[src/rtl/uart_tx_fifo.sv]
// Buffered 8N1 UART transmitter: a small FIFO feeds a bit-timer FSM that sends bytes LSB first, back-to-back.
// Optional parity bit: define UART_TX_PARITY_EN (PARITY_ODD picks odd/even sense).
module uart_tx_fifo #(
  parameter int CLK_FREQ   = 25_000_000,
  parameter int BAUD_RATE  = 9600,
  parameter int FIFO_DEPTH = 4,
  parameter int PARITY_ODD = 0
) (
  input  logic                          clk,
  input  logic                          rst,
  input  logic [7:0]                    tx_data,
  input  logic                          tx_valid,
  output logic                          tx_ready,
  output logic                          tx_out,
  output logic                          tx_busy,
  output logic [$clog2(FIFO_DEPTH):0]   fifo_count
);

  localparam int DIVISOR = CLK_FREQ / BAUD_RATE;
  localparam int PTR_W   = $clog2(FIFO_DEPTH);
  localparam int CNT_W   = PTR_W + 1;
  localparam logic [CNT_W-1:0] FULL_CNT = CNT_W'(FIFO_DEPTH);
  localparam logic [15:0]      BIT_LAST = 16'(DIVISOR - 1);

  if (FIFO_DEPTH < 2 || (FIFO_DEPTH & (FIFO_DEPTH - 1)) != 0 || DIVISOR < 1 ||
      DIVISOR > 65535 || PARITY_ODD < 0 || PARITY_ODD > 1) begin : g_bad_params
    $error("uart_tx_fifo: unsupported parameter set");
  end

  typedef enum logic [2:0] {
    S_IDLE,
    S_START,
    S_DATA,
`ifdef UART_TX_PARITY_EN
    S_PARITY,
`endif
    S_STOP
  } state_t;

  // Reset asserts at once but releases on a clock edge, two flops deep.
  logic rst_meta_q, rst_core_q;
  always_ff @(posedge clk or posedge rst) begin
    if (rst) {rst_meta_q, rst_core_q} <= 2'b11;
    else     {rst_meta_q, rst_core_q} <= {1'b0, rst_meta_q};
  end

  logic [7:0]       mem_q [FIFO_DEPTH];
  logic [PTR_W-1:0] wr_ptr_q, rd_ptr_q;
  logic [CNT_W-1:0] count_q, count_d;
  logic             push, pop, fifo_nonempty;

  state_t      state_q;
  logic [15:0] clk_count_q;
  logic [2:0]  bit_count_q;
  logic [7:0]  shift_q;
  logic        tx_out_q;
  logic        bit_end;

  assign fifo_nonempty = (count_q != '0);
  assign tx_ready      = (count_q != FULL_CNT);
  assign push          = tx_valid && tx_ready;
  assign bit_end       = (clk_count_q == BIT_LAST);
  assign pop           = fifo_nonempty &&
                         ((state_q == S_IDLE) || (state_q == S_STOP && bit_end));

  always_comb begin
    // NOTE: default assignment first so every path drives count_d and no latch is inferred.
    count_d = count_q;
    case ({push, pop})
      2'b10:   count_d = count_q + 1'b1;
      2'b01:   count_d = count_q - 1'b1;
      default: count_d = count_q;
    endcase
  end

  // NOTE: the byte storage carries no reset; the pointers and count alone decide what is valid.
  always_ff @(posedge clk) begin
    if (push) mem_q[wr_ptr_q] <= tx_data;
  end

  // NOTE: sequential state uses non-blocking assignments only.
  always_ff @(posedge clk or posedge rst_core_q) begin
    if (rst_core_q) begin
      wr_ptr_q <= '0;
      rd_ptr_q <= '0;
      count_q  <= '0;
    end else begin
      if (push) wr_ptr_q <= wr_ptr_q + 1'b1;
      if (pop)  rd_ptr_q <= rd_ptr_q + 1'b1;
      count_q <= count_d;
    end
  end

  always_ff @(posedge clk or posedge rst_core_q) begin
    if (rst_core_q) begin
      state_q     <= S_IDLE;
      clk_count_q <= '0;
      bit_count_q <= '0;
      shift_q     <= '0;
      tx_out_q    <= 1'b1;
    end else begin
      if (state_q == S_IDLE || bit_end) clk_count_q <= '0;
      else                               clk_count_q <= clk_count_q + 16'd1;

      case (state_q)
        S_IDLE: begin
          tx_out_q <= 1'b1;
          if (pop) begin
            shift_q  <= mem_q[rd_ptr_q];
            tx_out_q <= 1'b0;
            state_q  <= S_START;
          end
        end
        S_START: begin
          if (bit_end) begin
            tx_out_q    <= shift_q[0];
            bit_count_q <= '0;
            state_q     <= S_DATA;
          end
        end
        S_DATA: begin
          if (bit_end) begin
            if (bit_count_q == 3'd7) begin
`ifdef UART_TX_PARITY_EN
              tx_out_q <= (^shift_q) ^ 1'(PARITY_ODD);
              state_q  <= S_PARITY;
`else
              tx_out_q <= 1'b1;
              state_q  <= S_STOP;
`endif
            end else begin
              bit_count_q <= bit_count_q + 3'd1;
              tx_out_q    <= shift_q[bit_count_q + 3'd1];
            end
          end
        end
`ifdef UART_TX_PARITY_EN
        S_PARITY: begin
          if (bit_end) begin
            tx_out_q <= 1'b1;
            state_q  <= S_STOP;
          end
        end
`endif
        S_STOP: begin
          // A queued byte starts its start bit on the very edge the stop bit ends.
          if (bit_end) begin
            if (pop) begin
              shift_q  <= mem_q[rd_ptr_q];
              tx_out_q <= 1'b0;
              state_q  <= S_START;
            end else begin
              state_q  <= S_IDLE;
            end
          end
        end
        default: state_q <= S_IDLE;
      endcase
    end
  end

  assign tx_out     = tx_out_q;
  assign tx_busy    = (state_q != S_IDLE) || fifo_nonempty;
  assign fifo_count = count_q;

endmodule

[config.mk]
export PLATFORM = sky130hd
export DESIGN_NAME = uart_tx_fifo
export DESIGN_NICKNAME = d
export VERILOG_FILES = /design/src/rtl/uart_tx_fifo.sv
export SDC_FILE = /design/constraint.sdc
export NUM_CORES = 1
export LEC_CHECK = 0
export CORE_MARGIN = 2
export CORE_UTILIZATION = 60
export DETAILED_ROUTE_END_ITERATION = 10
export PLACE_DENSITY = 0.79
export SLEW_MARGIN = 10
export SYNTH_ARGS = -nofsm -noshare
export SYNTH_HDL_FRONTEND = slang
export SYNTH_SLANG_ARGS = --single-unit
[constraint.sdc]
create_clock -name clk -period 3.7 [get_ports clk]
set_input_delay 1.11 -clock clk [delete_from_list [all_inputs] [get_ports clk]]
set_output_delay 1.11 -clock clk [all_outputs]
set_load 0.005 [all_outputs]
==> results of run 1 <==
-- worst max-delay path, stage by stage, from the launching register on --
cell,delay (ns)
dfrtp_1,0.45
nor3_1,0.51
nand2_1,0.11
clkdlybuf4s50_1,0.46
-- worst max path at each step --
stage | from | end
finish | fifo_count[2] | tx_busy
global placement | tx_valid | fifo_count[2]
CTS | fifo_count[2] | tx_busy
global route | fifo_count[2] | tx_busy
detailed placement | tx_valid | fifo_count[2]
floorplan | clk_count_q[4] | fifo_count[2]
-- routing by layer --
| metal | GRT usage | routed length, µm | share of wire | vias to the layer above |
|---|---|---|---|---|
| met5 | 0 | 0 | 0 | - |
| met4 | 0.0732 | 74 | 0.013 | 0 |
| met3 | 0.0581 | 211 | 0.038 | 8 |
| met2 | 0.345 | 2740 | 0.50 | 29 |
| met1 | 0.278 | 2510 | 0.45 | 961 |
| li1 | - | - | - | 909 |
-- power breakdown --
group / switching (mW) / total (mW) / leakage (nW) / internal, mW
Clock: 0.309 / 0.559 / 0.0883 / 0.250
Sequential: 0.0561 / 0.991 / 0.801 / 0.935
Combinational: 0.140 / 0.261 / 0.615 / 0.121
Total: 0.505 / 1.81 / 1.50 / 1.31
-- placed cells by master (no fill, tap or decap), types with 2 or more instances in the layout --
master	synthesis	layout
nor3b_1	2	2
mux2i_1	5	5
or3_1	5	5
nand2_1	9	9
edfxtp_1	32	32
a211oi_1	2	2
inv_1	16	16
xnor2_1	10	10
nor4_1	3	3
o21ai_0	4	4
xor2_1	8	8
and3_1	7	7
mux4_2	8	8
buf_4	0	2
a22o_1	5	5
inv_6	0	3
nor2_1	20	20
mux2_2	11	11
clkdlybuf4s50_1	0	16
clkbuf_8	0	9
dfrtp_1	36	36
a21oi_1	4	4
clkinv_4	0	2
dfstp_2	3	3
nor3_1	6	6
ha_1	13	13
nand4_1	2	2
nand3_1	8	8
-- sequential cells by signal, indices dropped and copies added (netlist names) --
| signal | cells |
|---|---|
| bit_count_q | 3 |
| shift_q | 8 |
| rst_meta_q | 1 |
| clk_count_q | 16 |
| rst_core_q | 1 |
| state_q | 2 |
| mem_q | 32 |
| rd_ptr_q | 2 |
| wr_ptr_q | 2 |
| fifo_count | 3 |
| tx_out | 1 |
-- stage by stage --
step | worst slack, ns | cells | area (µm²)
floorplan | 0.981 | 237 | 3250
global placement | 0.893 | 320 | 3490
detailed placement | 0.782 | 320 | 3490
CTS | 0.697 | 336 | 3670
global route | 0.633 | 336 | 3670
finish | 0.716 | 336 | 3670
-- logic make-up (layout without fill, tap and decap cells) --
logic type | after synthesis | after routing
other cells | 1 | 1
buf+inv | 21 | 50
fa+ha+maj | 14 | 14
simple gates | 67 | 67
flops | 71 | 71
mux | 24 | 24
compound gates | 21 | 21
xor+xnor | 18 | 18
-- Yosys cell counts, drive strengths merged, types with 3 or more instances --
cell	count
nor3	6
xor2	8
xnor2	10
nor4	3
o21ai	4
dfrtp	36
a21oi	4
mux4	8
nor2	20
dfstp	3
mux2i	5
mux2	11
or3	5
and3	7
nand2	9
a22o	5
clkbuf	3
edfxtp	32
nand3	8
inv	16
ha	13
nor3b	3
-- final cells by class --
class	count	area, µm²
timing repair buffer	18	175
fill	361	1500
clock buffer	9	124
clock inverter	7	55.1
multi-input combinational	145	1230
tap	70	87.6
inverter	16	60.1
sequential	71	1940
==> run metrics, run 1 <==
worst endpoint required time 2.59 ns; Max Freq 0.335 GHz; DIE AREA 0.00602 mm²; IO Port Bufs 16; cells on worst reg2reg path 5; routed length per instance 16.5 µm; Diodes inserted 0; final setup vio count 0; Routed WL 5.54 mm; pwr dens 493 mW/mm²; ys flop type dfrtp_1; worst flop-to-flop path startpoint clk_count_q[2]; synthesized area 0.00325 mm²; core area 0.00517 mm²; main combinational cell family by area after synthesis simple AND/OR/NAND/NOR gates; Peak supply drop 0.456 mV; syn avg cell area 13.7 µm²; Slew @ Worst Pin 0.791 ns; Setup Skew 0.0103 ns; Mapped Cells 237; Tmin final 2.98 ns; CTS tree yes; vias per cell 5.68; fin crit share 0.807; die height 77.6 µm; Yosys cell types 38; post-CTS setup buffer count 0; first-pass GRT wire length 9.75 mm; worst hold path class flop to asynchronous set/reset pin; post-synthesis compound-gate area fraction 0.0547; Post-Route Utilization 0.710; worst r2r dst shift_q[5]; CTS max path bufs 2; DR vias 1907; flops & latches, synth 71; top cells by area, synth edfxtp_1, dfrtp_1, mux4_2; number of global-route vias before repair 2030; Pre-antenna DRT Iters 4; Synth top area share 0.296; max-cap violations 0; CP arrival 1.87 ns; Synth area leader edfxtp_1; Total GRT Usage 0.213; Hold Slack 0.357 ns; Crit. End Element output port; clock sink count 71; clk root buf clkbuf_8; FF-to-FF setup slack 0.85 ns; clock buffer count from CTS 9; H-tree Lvls 3; worst skew pair latency 0.35 ns; simple-gate share of the synthesized area 0.109; XOR/XNOR Fraction of Synth Area 0.0485; Rows 26; Iteration-0 DRC Markers 62; Async SR Flop Fraction 0.549; GRT Residual Overflow 0; Post-DRT Antenna Nets 0; Final TNS setup 0 ns; Post-synth EDFFs 32; cts repair resizes 0; DRC 0; syn nets 262; critical path class flop to output port; sequential area share after synthesis 0.597; routability congestion estimate 0.822; Ports 17; largest net degree at the start of global routing 38; mux contribution to synthesized area 0.109; synthesized-area fraction occupied by adder cells 0.0562; initial antenna violation count 0; hold bufs inserted after CTS 0; Layout Nets 286; startpoint types flop; die width 77.6 µm; Area growth, synth to finish 13.0%; worst rel slew slack 0.468; synth warn 0; Static Leakage 1.50 nW; Slew Limit Fails 0; status completed; final hold violation count 0; Starting Density 0.628; ratio of cells with drive above 1 in the final layout 0.162; crit-path max FO 5; CTS clk-pin slew, worst paths 0.08 ns; RSZ-0062 raised after global routing no; Overall Power 1.81 mW; DPL Wire Length 3.73 mm
No activity file was read; power rests on OpenSTA's default activity.
==> run 2, diff against run 1 <==
CORE_UTILIZATION = 53   (was 60)
PLACE_DENSITY = 0.74   (was 0.79)
clock period = 2.4 ns   (was 3.7 ns; I/O delays follow)
==> run metrics, run 2 (same netlist as run 1, synthesis figures left out) <==
status complete, but fails checks (was completed); failing checks setup timing; Pre-antenna DRT Iters 4 (unchanged); routability congestion estimate 0.819 (was 0.822); worst hold path class flop to asynchronous set/reset pin (unchanged); Setup WS pre-CTS -0.101 ns (was 0.782 ns); CP bufs+invs 1 (unchanged); CP delay by family, top simple AND/OR/NAND/NOR gates (unchanged); Starting Density 0.549 (was 0.628); clk root buf clkbuf_8 (unchanged); Slew Limit Fails 0 (unchanged); Total GRT Usage 0.179 (was 0.213); critical path launch point clk_count_q[13] (was fifo_count[2]); max FFs per register 32 (unchanged); Diodes inserted 0 (unchanged); final setup vio count 9 (was 0); final hold violation count 0 (unchanged); most common cell after layout, fill and taps aside dfrtp_1 (unchanged); Area growth, synth to finish 23.2% (was 13.0%); Switching Share 0.250 (was 0.279); largest net degree at the start of global routing 38 (unchanged); FF-to-FF setup slack -0.10 ns (was 0.85 ns); pwr dens 744 mW/mm² (was 493 mW/mm²); DR vias 1962 (was 1907); worst flop-to-flop path startpoint clk_count_q[13] (was clk_count_q[2]); Post-Layout Cell Count 365 (was 336); max-cap violations 0 (unchanged); RSZ-0062 raised after global routing yes (was no); Critical-path top delay cell or4b_4 (was nor3_1); most frequent cells in the layout dfrtp_1, edfxtp_1, buf_4 (was dfrtp_1, edfxtp_1, nor2_1); GRT Residual Overflow 0 (unchanged); fin area 0.00400 mm² (was 0.00367 mm²); net switching power 0.744 mW (was 0.505 mW); clock buffer count from CTS 9 (unchanged); Post-Route Utilization 0.676 (was 0.710); uppermost layer routed met4 (unchanged); Top reg by flops mem_q (unchanged); Slew @ Worst Pin 0.605 ns (was 0.791 ns); setup ws final -0.105 ns (was 0.716 ns); Crit. End Element flop (was output port); cell internal pwr 2.23 mW (was 1.31 mW); DIE AREA 0.00677 mm² (was 0.00602 mm²); first-pass GRT wire length 8.83 mm (was 9.75 mm); core area 0.00592 mm² (was 0.00517 mm²); routed length per instance 14.7 µm (was 16.5 µm); Ports 17 (unchanged); dpl cell area 0.00370 mm² (was 0.00349 mm²); clock sink count 71 (unchanged); wire length on met2 2.60 mm (was 2.74 mm); placed cell count 343 (was 320); clock share of power 0.349 (was 0.309); Layout Nets 310 (was 286); die width 82.3 µm (was 77.6 µm); vias per cell 5.38 (was 5.68); ratio of cells with drive above 1 in the final layout 0.266 (was 0.162); number of global-route vias before repair 1964 (was 2030); slowest cell delay on critical path 0.57 ns (was 0.51 ns); critical path depth 9 (was 3); worst skew pair latency 0.34 ns (was 0.35 ns); Overall Power 2.98 mW (was 1.81 mW); critical path class flop to flop (was flop to output port); Post-DRT Antenna Nets 0 (unchanged); fin crit share 1.04; DRC 0 (unchanged); die height 82.3 µm (was 77.6 µm); CTS max path bufs 2 (unchanged); DPL Wire Length 3.75 mm (was 3.73 mm); H-tree Lvls 3 (unchanged); Iteration-0 DRC Markers 57 (was 62); Tmin final 2.50 ns; CTS tree yes (unchanged); Regs by FF count mem_q (32), clk_count_q (16), shift_q (8) (unchanged); startpoint types flop (unchanged); Peak supply drop 0.640 mV (was 0.456 mV); Static Leakage 1.66 nW (was 1.50 nW); Rows 28 (was 26); Routed WL 5.36 mm (was 5.54 mm); worst r2r dst fifo_count[2] (was shift_q[5]); logic gate share of total power 0.143 (was 0.144); Max Freq 0.399 GHz; Setup Skew 0.00661 ns (was 0.0103 ns); most frequent CP cell xor2_1; worst rel slew slack 0.593 (was 0.468); cells on worst reg2reg path 9 (was 5); Cell Chain, Critical Path or4b_4 -> o41ai_4 -> o211a_4 -> ha_4 -> inv_2 -> fa_2 -> xor2_1 -> nor2_1 -> xor2_1 (was nor3_1 -> nand2_1 -> clkdlybuf4s50_1); crit-path max FO 2 (was 5); initial antenna violation count 0 (unchanged); CTS clk-pin slew, worst paths 0.08 ns (about the same); Seq pwr share 0.508 (was 0.547); worst endpoint required time 2.67 ns (was 2.59 ns); Met1 Wirelength 2.51 mm (about the same); Met3 Routed Length 144 µm (was 211 µm); IO Port Bufs 16 (unchanged); CP arrival 2.77 ns (was 1.87 ns)
==> run 2: cell types whose count changed in the layout (fill, tap and decap cells not counted), moves of 2 or more <==
| cell | change |
|---|---|
| clkinvlp_4 | +2 |
| clkinv_4 | -2 |
| inv_6 | -2 |
| mux2_4 | +8 |
| mux2_2 | -8 |
| bufinv_16 | +2 |
| buf_4 | +23 |
| ha_4 | +3 |
| ha_1 | -3 |
==> run 2: what timing repair did <==
item / 4_1_cts / 5_1_grt
endpoints found under the hold margin: 0 / 0
cloned: 0 / 0
endpoints found under the setup margin: 10 / 13
gates resized for setup: 1 / 6
hold buffers: 0 / 0
pin swaps: 4 / 4
buffers inserted: 1 / 5
==> run 2: final cells by class <==
cell class	count	area [µm²]
clock buffer	9	124
sequential	71	1940
timing repair buffer	42	368
multi-input combinational	145	1320
fill	427	1920
tap	75	93.8
clock inverter	7	96.3
inverter	16	60.1
==> run 2: stage by stage <==
step,TNS (ns),hold slack [ns]
floorplan,-1.66,0.345
global placement,-0.0490,0.347
detailed placement,-0.325,0.350
CTS,-0.638,0.362
global route,-1.28,0.363
finish,-0.481,0.359
==> run 2: how the worst max path moves through the flow <==
| stage | slack (ns) | end |
|---|---|---|
| 3_3_place_gp | -0.05 | fifo_count[2] |
| 2_1_floorplan | -0.23 | fifo_count[2] |
| 3_5_place_dp | -0.10 | fifo_count[2] |
| 4_1_cts | -0.12 | fifo_count[2] |
| 5_1_grt | -0.23 | fifo_count[2] |
| 6_report | -0.10 | fifo_count[2] |
==> run 2: worst register-to-register path: stages, from the launching register on <==
cell     delay [ns]
dfrtp_1        0.39
or4b_4         0.57
o41ai_4        0.34
o211a_4        0.22
ha_4           0.13
inv_2          0.03
fa_2           0.33
xor2_1         0.16
nor2_1         0.11
xor2_1         0.15
==> run 2: power groups by stage <==
stage	Combinational (mW)	Clock [mW]	Sequential, mW
5_1_grt	0.481	1.11	1.53
3_5_place_dp	0.430	0	1.54
3_3_place_gp	0.413	0	1.53
4_1_cts	0.431	1.06	1.51
2_1_floorplan	0.245	0	1.52
6_report	0.425	1.04	1.51
==> run 2: metal layers <==
layer / GRT usage / vias to the layer above
met4: 0.0850 / 0
met5: 0 / -
met3: 0.0359 / 12
li1: - / 959
met2: 0.306 / 27
met1: 0.215 / 964
==> run 3, diff against run 2 <==
CORE_ASPECT_RATIO = 0.75   (was not set)
==> run metrics, run 3 (same netlist as run 1, synthesis figures left out) <==
status complete, but fails checks (unchanged); failing checks setup timing (unchanged); Met3 Routed Length 239 µm (was 144 µm); Diodes inserted 0 (unchanged); uppermost layer routed met4 (unchanged); clk root buf clkbuf_8 (unchanged); net switching power 0.764 mW (was 0.744 mW); CTS clk-pin slew, worst paths 0.08 ns (about the same); max-cap violations 0 (unchanged); IO Port Bufs 16 (unchanged); Seq pwr share 0.544 (was 0.508); initial antenna violation count 0 (unchanged); Area growth, synth to finish 21.9% (was 23.2%); Starting Density 0.555 (was 0.549); most frequent CP cell xor2_1 (unchanged); largest net degree at the start of global routing 38 (unchanged); DR vias 1967 (was 1962); number of global-route vias before repair 1994 (was 1964); fin area 0.00396 mm² (was 0.00400 mm²); worst skew pair latency 0.35 ns (was 0.34 ns); most frequent cells in the layout dfrtp_1, edfxtp_1, buf_4 (unchanged); ratio of cells with drive above 1 in the final layout 0.263 (was 0.266); Slew @ Worst Pin 0.553 ns (was 0.605 ns); logic gate share of total power 0.150 (was 0.143); H-tree Lvls 3 (unchanged); max FFs per register 32 (unchanged); Setup Skew 0.00950 ns (was 0.00661 ns); Tmin final 2.52 ns (was 2.50 ns); critical path launch point clk_count_q[10] (was clk_count_q[13]); Met1 Wirelength 2.87 mm (was 2.51 mm); fin crit share 1.05 (was 1.04); die width 94.4 µm (was 82.3 µm); wire length on met2 2.50 mm (was 2.60 mm); Slew Limit Fails 0 (unchanged); worst hold path class flop to asynchronous set/reset pin (unchanged); RSZ-0062 raised after global routing yes (unchanged); CP arrival 2.78 ns (was 2.77 ns); FF-to-FF setup slack -0.12 ns (was -0.10 ns); clock sink count 71 (unchanged); Top reg by flops mem_q (unchanged); Ports 17 (unchanged); setup ws final -0.116 ns (was -0.105 ns); most common cell after layout, fill and taps aside dfrtp_1 (unchanged); final hold violation count 0 (unchanged); CTS tree yes (unchanged); clock buffer count from CTS 9 (unchanged); hold bufs inserted after CTS 0 (unchanged); DRC 0 (unchanged); Post-Layout Cell Count 371 (was 365); routability congestion estimate 0.763 (was 0.819); GRT Residual Overflow 0 (unchanged); worst flop-to-flop path startpoint clk_count_q[10] (was clk_count_q[13]); CTS max path bufs 2 (unchanged); Crit. End Element flop (unchanged); cell internal pwr 2.03 mW (was 2.23 mW); startpoint types flop (unchanged); Final TNS setup -0.255 ns (was -0.481 ns); Total GRT Usage 0.188 (was 0.179); slowest cell delay on critical path 0.56 ns (was 0.57 ns); worst rel slew slack 0.628 (was 0.593); DIE AREA 0.00678 mm² (was 0.00677 mm²); clock share of power 0.306 (was 0.349); Pre-antenna DRT Iters 4 (unchanged); Cell Chain, Critical Path or4b_4 -> o41ai_4 -> o211a_4 -> ha_4 -> inv_2 -> fa_2 -> xor2_1 -> nor2_1 -> xor2_1 (unchanged); dpl cell area 0.00373 mm² (was 0.00370 mm²); worst endpoint required time 2.67 ns (about the same); Static Leakage 1.66 nW (about the same); DPL Wire Length 4.08 mm (was 3.75 mm); die height 71.8 µm (was 82.3 µm); Layout Nets 313 (was 310); Regs by FF count mem_q (32), clk_count_q (16), shift_q (8) (unchanged); Hold Slack 0.358 ns (was 0.359 ns); critical path class flop to flop (unchanged); Critical-path top delay cell or4b_4 (unchanged); pwr dens 706 mW/mm² (was 744 mW/mm²); vias per cell 5.30 (was 5.38); Setup WS pre-CTS -0.101 ns (about the same); Iteration-0 DRC Markers 96 (was 57); placed cell count 350 (was 343); Rows 24 (was 28); Max Freq 0.397 GHz (was 0.399 GHz); Post-DRT Antenna Nets 0 (unchanged); Peak supply drop 0.523 mV (was 0.640 mV); final setup vio count 10 (was 9); crit-path max FO 2 (unchanged); Routed WL 5.65 mm (was 5.36 mm); Post-Route Utilization 0.676 (about the same); routed length per instance 15.2 µm (was 14.7 µm); Overall Power 2.80 mW (was 2.98 mW); first-pass GRT wire length 9.34 mm (was 8.83 mm); Switching Share 0.273 (was 0.250); core area 0.00586 mm² (was 0.00592 mm²)
## run 3: cell count changes in the layout (fill, tap and decap cells not counted), moves of 2 or more
| cell | change |
|---|---|
| inv_6 | +2 |
| clkinvlp_4 | -2 |
| buf_4 | +3 |
| ha_4 | -2 |
| bufinv_16 | -2 |
## run 3: critical path: cells and delay by family, from the launching register on
| kind | cells | cell delay [ns] |
|---|---|---|
| and+or+nand+nor | 2 | 0.69 |
| xor gates and xnor gates | 2 | 0.32 |
| adders and majority gates | 2 | 0.46 |
| buffers and inverters | 1 | 0.03 |
| DFF | 1 | 0.38 |
| AOI/OAI and AO/OA | 2 | 0.55 |
## run 3: worst paths after layout
path / to / depth (start not counted)
max: fifo_count[2] / 9
min: state_q[0] / 2
max reg2reg: fifo_count[2] / 9
min reg2reg: state_q[0] / 2
max in group asynchronous: rst_meta_q / 2
min in group clk: rst_core_q / 0
## run 3: power groups by stage
stage	logic (mW)	registers, mW	clock network [mW]
finish	0.418	1.52	0.855
global route	0.464	1.54	0.932
CTS	0.426	1.52	0.885
detailed placement	0.423	1.55	0
global placement	0.415	1.54	0
floorplan	0.245	1.52	0
## run 3: cell type report
cell class / instances / area [µm²]
flip-flops and latches: 71 / 1940
fillers: 443 / 1900
multi-input cells: 145 / 1290
repair buffers: 45 / 390
clock buffers: 9 / 124
well taps: 78 / 97.6
inverters: 16 / 60.1
clock inverters: 7 / 53.8
## run 3: timing repair
action	in CTS	in global routing
resized for setup	1	3
endpoints found under the setup margin	12	15
buffers inserted	2	3
pin swaps	4	4
## run 3: layer usage
layer  global-route usage  vias to the layer above
met2                0.266                       32
li1                     -                      967
met5                    0                        -
met1                0.272                      962
met3               0.0705                        6
met4               0.0628                        0
